[src/rtl/mux_8x1_rr_arbiter.sv]
// ============================================================================
// Module   : mux_8x1_rr_arbiter
// Brief    : Round-robin arbiter steering a shared 8:1 1-bit mux. Produces
//            a registered mux select, a one-hot grant and a busy flag, and
//            bounds every grant to MAX_HOLD cycles.
// Revision : 1.0 - initial release
// ============================================================================
`default_nettype none

module mux_8x1_rr_arbiter #(
  parameter int MAX_HOLD = 4,  // max cycles one grant is held, 1..8
  parameter int CNT_W    = 3   // hold-counter width, 2**CNT_W >= MAX_HOLD
) (
  input  logic       clk,
  input  logic       rst_n,
  input  logic [7:0] req,
  input  logic       done,
  output logic [2:0] S,
  output logic [7:0] gnt,
  output logic       busy
);

  typedef enum logic [0:0] {
    IDLE  = 1'b0,
    GRANT = 1'b1
  } state_t;

  // Counter value on which the current grant is forcibly released.
  localparam logic [CNT_W-1:0] C_HOLD_LAST = CNT_W'(MAX_HOLD - 1);

  state_t           state_q, state_d;
  logic [2:0]       s_q, s_d;
  logic [7:0]       gnt_q, gnt_d;
  logic             busy_q, busy_d;
  logic [CNT_W-1:0] cnt_q, cnt_d;
  logic [2:0]       last_q, last_d;

  logic             w_release;
  logic [2:0]       w_pick_ptr;
  logic [2:0]       w_winner;

  // Search ptr+1, ptr+2, ... ptr+8 (mod 8); the first requesting index wins.
  // The last candidate is ptr itself, so a lone releaser can be re-granted.
  function automatic logic [2:0] rr_pick(input logic [7:0] r, input logic [2:0] ptr);
    logic [2:0] idx;
    logic [2:0] win;
    logic       found;
    win   = ptr;
    found = 1'b0;
    for (int k = 1; k <= 8; k++) begin
      idx = ptr + 3'(k);
      if (!found && r[idx]) begin
        win   = idx;
        found = 1'b1;
      end
    end
    return win;
  endfunction

  // Release test for the running grant; meaningful only in GRANT.
  always_comb begin
    w_release = (req[s_q] == 1'b0) || done || (cnt_q == C_HOLD_LAST);
  end

  // On release the pointer moves to the releaser in the same edge, so the
  // search must start from s_q rather than the not-yet-updated last_q.
  always_comb begin
    w_pick_ptr = (state_q == GRANT) ? s_q : last_q;
    w_winner   = rr_pick(req, w_pick_ptr);
  end

  // Next-state and next-output logic; everything holds by default.
  always_comb begin
    state_d = state_q;
    s_d     = s_q;
    gnt_d   = gnt_q;
    busy_d  = busy_q;
    cnt_d   = cnt_q;
    last_d  = last_q;
    case (state_q)
      IDLE: begin
        if (req != 8'h00) begin
          state_d = GRANT;
          s_d     = w_winner;
          gnt_d   = 8'(1) << w_winner;
          busy_d  = 1'b1;
          cnt_d   = '0;
        end
      end
      GRANT: begin
        if (w_release) begin
          last_d = s_q;
          if (req != 8'h00) begin
            s_d    = w_winner;
            gnt_d  = 8'(1) << w_winner;
            busy_d = 1'b1;
            cnt_d  = '0;
          end else begin
            state_d = IDLE;
            gnt_d   = 8'h00;
            busy_d  = 1'b0;
            cnt_d   = '0;
          end
        end else begin
          cnt_d = cnt_q + CNT_W'(1);
        end
      end
      default: begin
        state_d = IDLE;
        gnt_d   = 8'h00;
        busy_d  = 1'b0;
        cnt_d   = '0;
      end
    endcase
  end

  // State and output registers; reset leaves requester 0 at top priority.
  always_ff @(posedge clk or negedge rst_n) begin
    if (!rst_n) begin
      state_q <= IDLE;
      s_q     <= 3'd0;
      gnt_q   <= 8'h00;
      busy_q  <= 1'b0;
      cnt_q   <= '0;
      last_q  <= 3'd7;
    end else begin
      state_q <= state_d;
      s_q     <= s_d;
      gnt_q   <= gnt_d;
      busy_q  <= busy_d;
      cnt_q   <= cnt_d;
      last_q  <= last_d;
    end
  end

  assign S    = s_q;
  assign gnt  = gnt_q;
  assign busy = busy_q;

endmodule

`default_nettype wire

[config.mk]
export PLATFORM = sky130hd
export DESIGN_NAME = mux_8x1_rr_arbiter
export DESIGN_NICKNAME = d
export VERILOG_FILES = /design/src/rtl/mux_8x1_rr_arbiter.sv
export SDC_FILE = /design/constraint.sdc
export NUM_CORES = 1
export LEC_CHECK = 0
export ABC_AREA = 0
export CAP_MARGIN = 20
export CORE_UTILIZATION = 35
export CTS_BUF_LIST = sky130_fd_sc_hd__clkbuf_4 sky130_fd_sc_hd__clkbuf_8
export DETAILED_ROUTE_END_ITERATION = 6
export MAX_ROUTING_LAYER = met4
export PLACE_DENSITY = 0.6
export SLEW_MARGIN = 25
export SYNTH_ARGS = -nofsm -noshare
export SYNTH_HDL_FRONTEND = slang
export SYNTH_SLANG_ARGS = --single-unit
[constraint.sdc]
create_clock -name clk -period 9.15 [get_ports clk]
set_input_delay 0.915 -clock clk [delete_from_list [all_inputs] [get_ports clk]]
set_output_delay 0.915 -clock clk [all_outputs]
set_load 0.05 [all_outputs]
==> impl_metrics.py, run 1 <==
metrics = {
    "run_status": {
        "status": "completed",
    },
    "sta": {
        "slew_violations": 0,
        "maximum_achievable_frequency_ghz": 0.2378,
        "timing.final.crit_share": 0.4597,
        "clock_skew_ns": 0.002262,
        "max_slew_margin": 0.4526,
        "timing_hold_violations_final": 0,
        "rsz0062_at_grt": "false",
        "timing.setup.tns_ns": 0,
        "tightestPinTransition_ns": 0.8186,
        "min_period_ns": 4.206,
        "finalSetupViolations": 0,
    },
    "detailed_routing": {
        "vias": 1717,
        "wl_per_cell_um": 16.51,
        "drt-initial-drc-count": 123,
        "number_of_antenna_violating_nets_in_the_routed_design": 0,
        "detailedRoute.firstPassIterationCount": 4,
        "routed_wl_mm": 4.855,
        "average_vias_per_placed_instance": 5.840,
        "drc_violations_left": 0,
    },
    "setup_path": {
        "ff2ff_path_depth": 9,
        "setup.reg_to_reg.worst_slack_ns": 4.94,
        "start_kind": "register",
        "timing.critical_path.to": "gnt[6]$_DFFE_PN0P_",
        "cp_slowest_stage_delay_ns": 0.63,
        "cpLargestDelayFamily": "multiplexers",
        "required_ns": 9.32,
        "critical_path.reg2reg.startpoint": "state_q$_DFF_PN0_",
        "timing.critical_path.slowest_stage_cell": "sky130_fd_sc_hd__mux2i_4",
        "path_buf_inv": 1,
        "setup.worst_path.start": "state_q$_DFF_PN0_",
        "worst_setup_path_end_kind": "register",
        "worst_flop_to_flop_path_endpoint": "gnt[6]$_DFFE_PN0P_",
        "cp.arrival_ns": 4.37,
        "critical_path.cell_chain": "mux2i_4, ha_1, inv_1, mux4_2, nor4_4, a221oi_1, xnor2_1, nand3_1, o31ai_1",
        "critPathKind": "reg -> reg",
        "cp_max_fo": 14,
        "timing.critical_path.depth": 9,
    },
    "cells_and_area": {
        "num-nets-final": 240,
        "layout-drive-gt1-share": 0.1607,
        "area_delta_synth_final_pct": 17.12,
        "num_antenna_cells": 0,
    },
    "floorplanning": {
        "die-height_um": 75.40,
        "placeableCoreArea_um2": 5140,
        "dieArea_um2": 5685,
        "top_level_ports": 23,
        "floorplan.initialDensity": 0.3668,
        "die-width_um": 75.40,
        "rows": 26,
    },
    "synthesis": {
        "ys.warnings.count": 0,
        "synth.lib_cells_used.distinct": 48,
        "mean_post_synth_cell_area_um2": 9.153,
        "synth_sequential_area_ratio": 0.2541,
        "ys_top_cells_by_area": "sky130_fd_sc_hd__dfrtp_1 21%, sky130_fd_sc_hd__mux2i_1 10%, sky130_fd_sc_hd__mux4_2 8.4%, sky130_fd_sc_hd__nand2_1 6.2%, sky130_fd_sc_hd__mux2_2 6.0%",
        "synthesis.instances": 206,
        "ys.flop_type": "sky130_fd_sc_hd__dfrtp_1",
        "netlist.top_cell.by_area": "sky130_fd_sc_hd__dfrtp_1",
        "synth-seq-cells": 19,
        "synth_enable_flop_cells": 0,
        "library_cell_with_the_highest_instance_count_after_synthesis": "sky130_fd_sc_hd__nand2_1",
        "async_reset_ff_frac": 1.000,
        "synth_fp_nets": 221,
        "post-synth-top-area-fraction": 0.2123,
        "synthesis.area_um2": 1886,
        "synth.top_cells.by_count": "31 x sky130_fd_sc_hd__nand2_1, 19 x sky130_fd_sc_hd__mux2i_1, 19 x sky130_fd_sc_hd__nor2_1",
    },
    "clocking": {
        "clk_path_buf_depth": 2,
        "post_cts.repair.setup_buffers": 0,
        "clk_transition_reported_paths_ns": 0.07,
        "tritoncts": "done",
        "clkLatencyLatePin_ns": 0.26,
        "cts_made_buffers": 3,
        "htree_num_levels": 1,
        "cts_hold_buf": 0,
        "cts_resized": 0,
        "cts.sinks": 19,
        "cts_root_buf": "sky130_fd_sc_hd__clkbuf_8",
    },
    "global_route": {
        "gr-usage-all-layers": 0.1898,
        "antenna_found_initial": 0,
        "global_route_wire_length_before_repair_mm": 7.935,
        "maximum_number_of_pins_on_one_net_before_global_route_repair": 20,
        "first_global_vias": 1509,
        "grt-ovfl-total": 0,
    },
    "place": {
        "gp_routability_congestion": 0.9246,
        "post-dp-hpwl_mm": 3.619,
        "numPortBuffers": 22,
    },
    "run": {
        "max_cap_viol_count": 0,
    },
    "worst_hold_path": {
        "min_from": "cnt_q[2]$_DFFE_PN0P_",
        "min_path_type": "reg -> reg",
    },
}
-- per-stage QoR --
stage | std cells | hold slack (ns) | area [um^2] | utilization | setup slack, ns
finish | 294 | 0.4762 | 2208 | 0.4296 | 4.944
global route | 294 | 0.5062 | 2208 | 0.4296 | 4.637
CTS | 294 | 0.4870 | 2208 | 0.4296 | 4.938
detailed placement | 290 | 0.4642 | 2160 | 0.4202 | 4.951
global placement | 290 | 0.4690 | 2160 | 0.4202 | 5.027
floorplan | 206 | 0.4498 | 1886 | - | 5.087
-- logic make-up after synthesis --
group	synth area share
simple gates	0.1672
compound gates	0.2236
mux	0.2641
flops	0.2541
buf+inv	0.03716
xor+xnor	0.02721
fa+ha+maj	0.02654
-- worst min-delay path, cell delays in order (launching register included) --
cell and delay [ns]:
sky130_fd_sc_hd__dfrtp_1 0.34, sky130_fd_sc_hd__nand2_1 0.04, sky130_fd_sc_hd__o21ai_0 0.06
-- registers in the layout, summed over array words and instances (netlist names) --
| name | count |
|---|---|
| gnt | 8 |
| S | 3 |
| cnt_q | 3 |
| last_q | 3 |
| busy | 1 |
| state_q | 1 |
-- placed cells by master, fill, tap and decap left out, drive strengths merged, types with 5 or more instances in the layout --
cell type,count
mux2i,20
clkdlybuf4s50,22
nor2,20
dfrtp,16
mux2,11
xnor2,5
a21oi,10
nand2,31
inv,5
nor3,7
a32o,5
mux4,7
o21ai,12
-- worst min path at each step --
stage / end / slack [ns] / cells past startpoint
after CTS: cnt_q[2]$_DFFE_PN0P_ / 0.49 / 2
after detailed placement: gnt[7]$_DFFE_PN0P_ / 0.46 / 2
after global routing: gnt[0]$_DFFE_PN0P_ / 0.51 / 1
after floorplan: cnt_q[2]$_DFFE_PN0P_ / 0.45 / 2
final: cnt_q[2]$_DFFE_PN0P_ / 0.48 / 2
after global placement: busy$_DFFE_PN0P_ / 0.47 / 2
-- per-layer routing --
metal | vias up | routed length [um] | share of wire | GRT usage
met2 | 55 | 2169 | 0.45 | 0.2768
met3 | 8 | 271 | 0.056 | 0.03307
met4 | 0 | 74 | 0.015 | 0.03909
met1 | 832 | 2339 | 0.48 | 0.2759
met5 | - | 0 | 0 | -
li1 | 822 | - | - | -
-- cell type report --
class | instances | area [um^2]
sequential | 19 | 479.2
multi-input combinational | 172 | 1336
fill | 515 | 2932
inverter | 5 | 21.27
timing repair buffer | 24 | 235.2
tap | 70 | 87.58
clock buffer | 4 | 48.80
Power of run 1 is left out: the tool's default activity adds up to more than one toggle a clock period on the data nets, which glitch-free logic cannot reach.
==> run 2, diff against run 1 <==
Clock period 9.15 ns to 4.1 ns, I/O delays scaled along.
==> run 2 against run 1 <==
Against the previous run: clock skew decreased by 0.00061 ns; worst hold slack improved by 0.010 ns; register-to-register slack got worse by 4.5 ns; fmax increased by 14%; core utilization increased by 0.88 points; via count increased by 1.5%; non-clock buffer count increased by 6; count of clock-buffer cells in the layout unchanged; sequential share of layout area decreased by 0.43 points; flip-flop and latch count unchanged; die area unchanged.
==> impl_metrics.py, run 2 (synthesis gave the netlist of run 1 again) <==
metrics = {
    "run_status": {
        "status": "completed",
    },
    "clocking": {
        "cts.sinks": 19,
        "tritoncts": "done",
        "cts_made_buffers": 3,
        "cts_resized": 0,
        "clkLatencyLatePin_ns": 0.25,
        "htree_num_levels": 1,
        "cts_hold_buf": 0,
        "clk_path_buf_depth": 2,
        "post_cts.repair.setup_buffers": 0,
        "clk_transition_reported_paths_ns": 0.07,
        "cts_root_buf": "sky130_fd_sc_hd__clkbuf_8",
    },
    "cells_and_area": {
        "final.fill_count": 529,
        "fin_util": 0.4384,
        "num_antenna_cells": 0,
        "largest_register_ffs": 8,
        "area_delta_synth_final_pct": 19.51,
        "multi_input_comb_area_um2": 1336,
        "final_cell_count_no_fill": 300,
        "register_area_um2": 479.2,
        "num-nets-final": 246,
        "layout_common_cells": "31 x sky130_fd_sc_hd__nand2_1, 22 x sky130_fd_sc_hd__clkdlybuf4s50_1, 19 x sky130_fd_sc_hd__mux2i_1, 19 x sky130_fd_sc_hd__nor2_1, 16 x sky130_fd_sc_hd__dfrtp_1",
        "layout-drive-gt1-share": 0.1826,
        "final_common_cell": "sky130_fd_sc_hd__nand2_1",
    },
    "setup_path": {
        "cp_slowest_stage_delay_ns": 0.61,
        "path_common_cell": "sky130_fd_sc_hd__o21ai_0",
        "start_kind": "register",
        "worst_setup_path_end_kind": "register",
        "timing.critical_path.slowest_stage_cell": "sky130_fd_sc_hd__dfrtp_1",
        "setup.reg_to_reg.worst_slack_ns": 0.40,
        "critical_path.cell_chain": "mux2i_4, buf_4, mux2_2, mux4_2, nor4_4, o21ai_0, o31ai_1, a21oi_1, o21ai_0, a32o_1",
        "required_ns": 4.29,
        "cp.arrival_ns": 3.89,
        "cp_max_fo": 11,
        "critPathKind": "reg -> reg",
    },
    "floorplanning": {
        "rows": 26,
        "die-height_um": 75.40,
        "die-width_um": 75.40,
        "placeableCoreArea_um2": 5140,
        "floorplan.initialDensity": 0.3668,
        "top_level_ports": 23,
        "dieArea_um2": 5685,
    },
    "detailed_routing": {
        "routed_wl_mm": 4.887,
        "number_of_antenna_violating_nets_in_the_routed_design": 0,
        "top_signal_layer_used": "met4",
        "average_vias_per_placed_instance": 5.807,
        "drt-initial-drc-count": 176,
        "wl_met1_mm": 2.363,
        "wl_met3_um": 211,
        "vias": 1742,
        "detailedRoute.firstPassIterationCount": 4,
        "routed-wl-met2_mm": 2.244,
        "drc_violations_left": 0,
        "wl_per_cell_um": 16.29,
    },
    "place": {
        "dp_cells": 296,
        "numPortBuffers": 22,
        "gp_routability_congestion": 0.9693,
        "post-dp-hpwl_mm": 3.822,
    },
    "sta": {
        "timing_hold_violations_final": 0,
        "timing.final.crit_share": 0.9016,
        "clock_skew_ns": 0.001652,
        "max_slew_margin": 0.4273,
        "tightestPinTransition_ns": 0.8563,
        "min_period_ns": 3.697,
        "slew_violations": 0,
        "rsz0062_at_grt": "false",
        "maximum_achievable_frequency_ghz": 0.2705,
        "finalSetupViolations": 0,
        "timing.setup.tns_ns": 0,
    },
    "global_route": {
        "first_global_vias": 1638,
        "global_route_wire_length_before_repair_mm": 8.107,
        "grt-ovfl-total": 0,
        "antenna_found_initial": 0,
        "gr-usage-all-layers": 0.1938,
        "maximum_number_of_pins_on_one_net_before_global_route_repair": 20,
    },
    "worst_hold_path": {
        "min_path_type": "reg -> reg",
    },
    "run": {
        "max_cap_viol_count": 0,
    },
}
==> run 2: cell type report <==
cell class              instances  area share
well taps                      70     0.03887
repair buffers                 30      0.1244
clock buffers                   4     0.02165
multi-input cells             172      0.5930
flip-flops and latches         19      0.2127
inverters                       5    0.009439
==> run 2: worst paths after layout <==
check / startpoint / end / cells after the start
min in group asynchronous: rst_n / cnt_q[0]$_DFFE_PN0P_ / 1
max in group asynchronous: rst_n / gnt[2]$_DFFE_PN0P_ / 1
min: busy$_DFFE_PN0P_ / busy$_DFFE_PN0P_ / 2
min reg2reg: busy$_DFFE_PN0P_ / busy$_DFFE_PN0P_ / 2
max: state_q$_DFF_PN0_ / gnt[2]$_DFFE_PN0P_ / 10
max reg2reg: state_q$_DFF_PN0_ / gnt[2]$_DFFE_PN0P_ / 10
==> run 2: metal layers <==
layer	vias up	global-route usage
li1	833	-
met1	842	0.2712
met2	58	0.3016
met3	9	0.02513
met4	0	0.03909
met5	-	-
==> run 2: per-stage QoR <==
step	area (um^2)	setup WS, ns	hold slack [ns]
after floorplan	1886	0.03679	0.1144
after global placement	2205	0.4583	0.4653
after detailed placement	2205	0.4307	0.4636
after CTS	2253	0.4044	0.4900
after global routing	2253	0.1319	0.5198
final	2253	0.4033	0.4863
==> run 2: critical path, delay by kind of cell, from the launching register on <==
kind            cells  cell delay [ns]
buf+inv             1             0.25
mux                 3             1.35
flops               1             0.61
simple gates        1             0.37
compound gates      5             1.05
Power of run 2 is left out for the same reason.
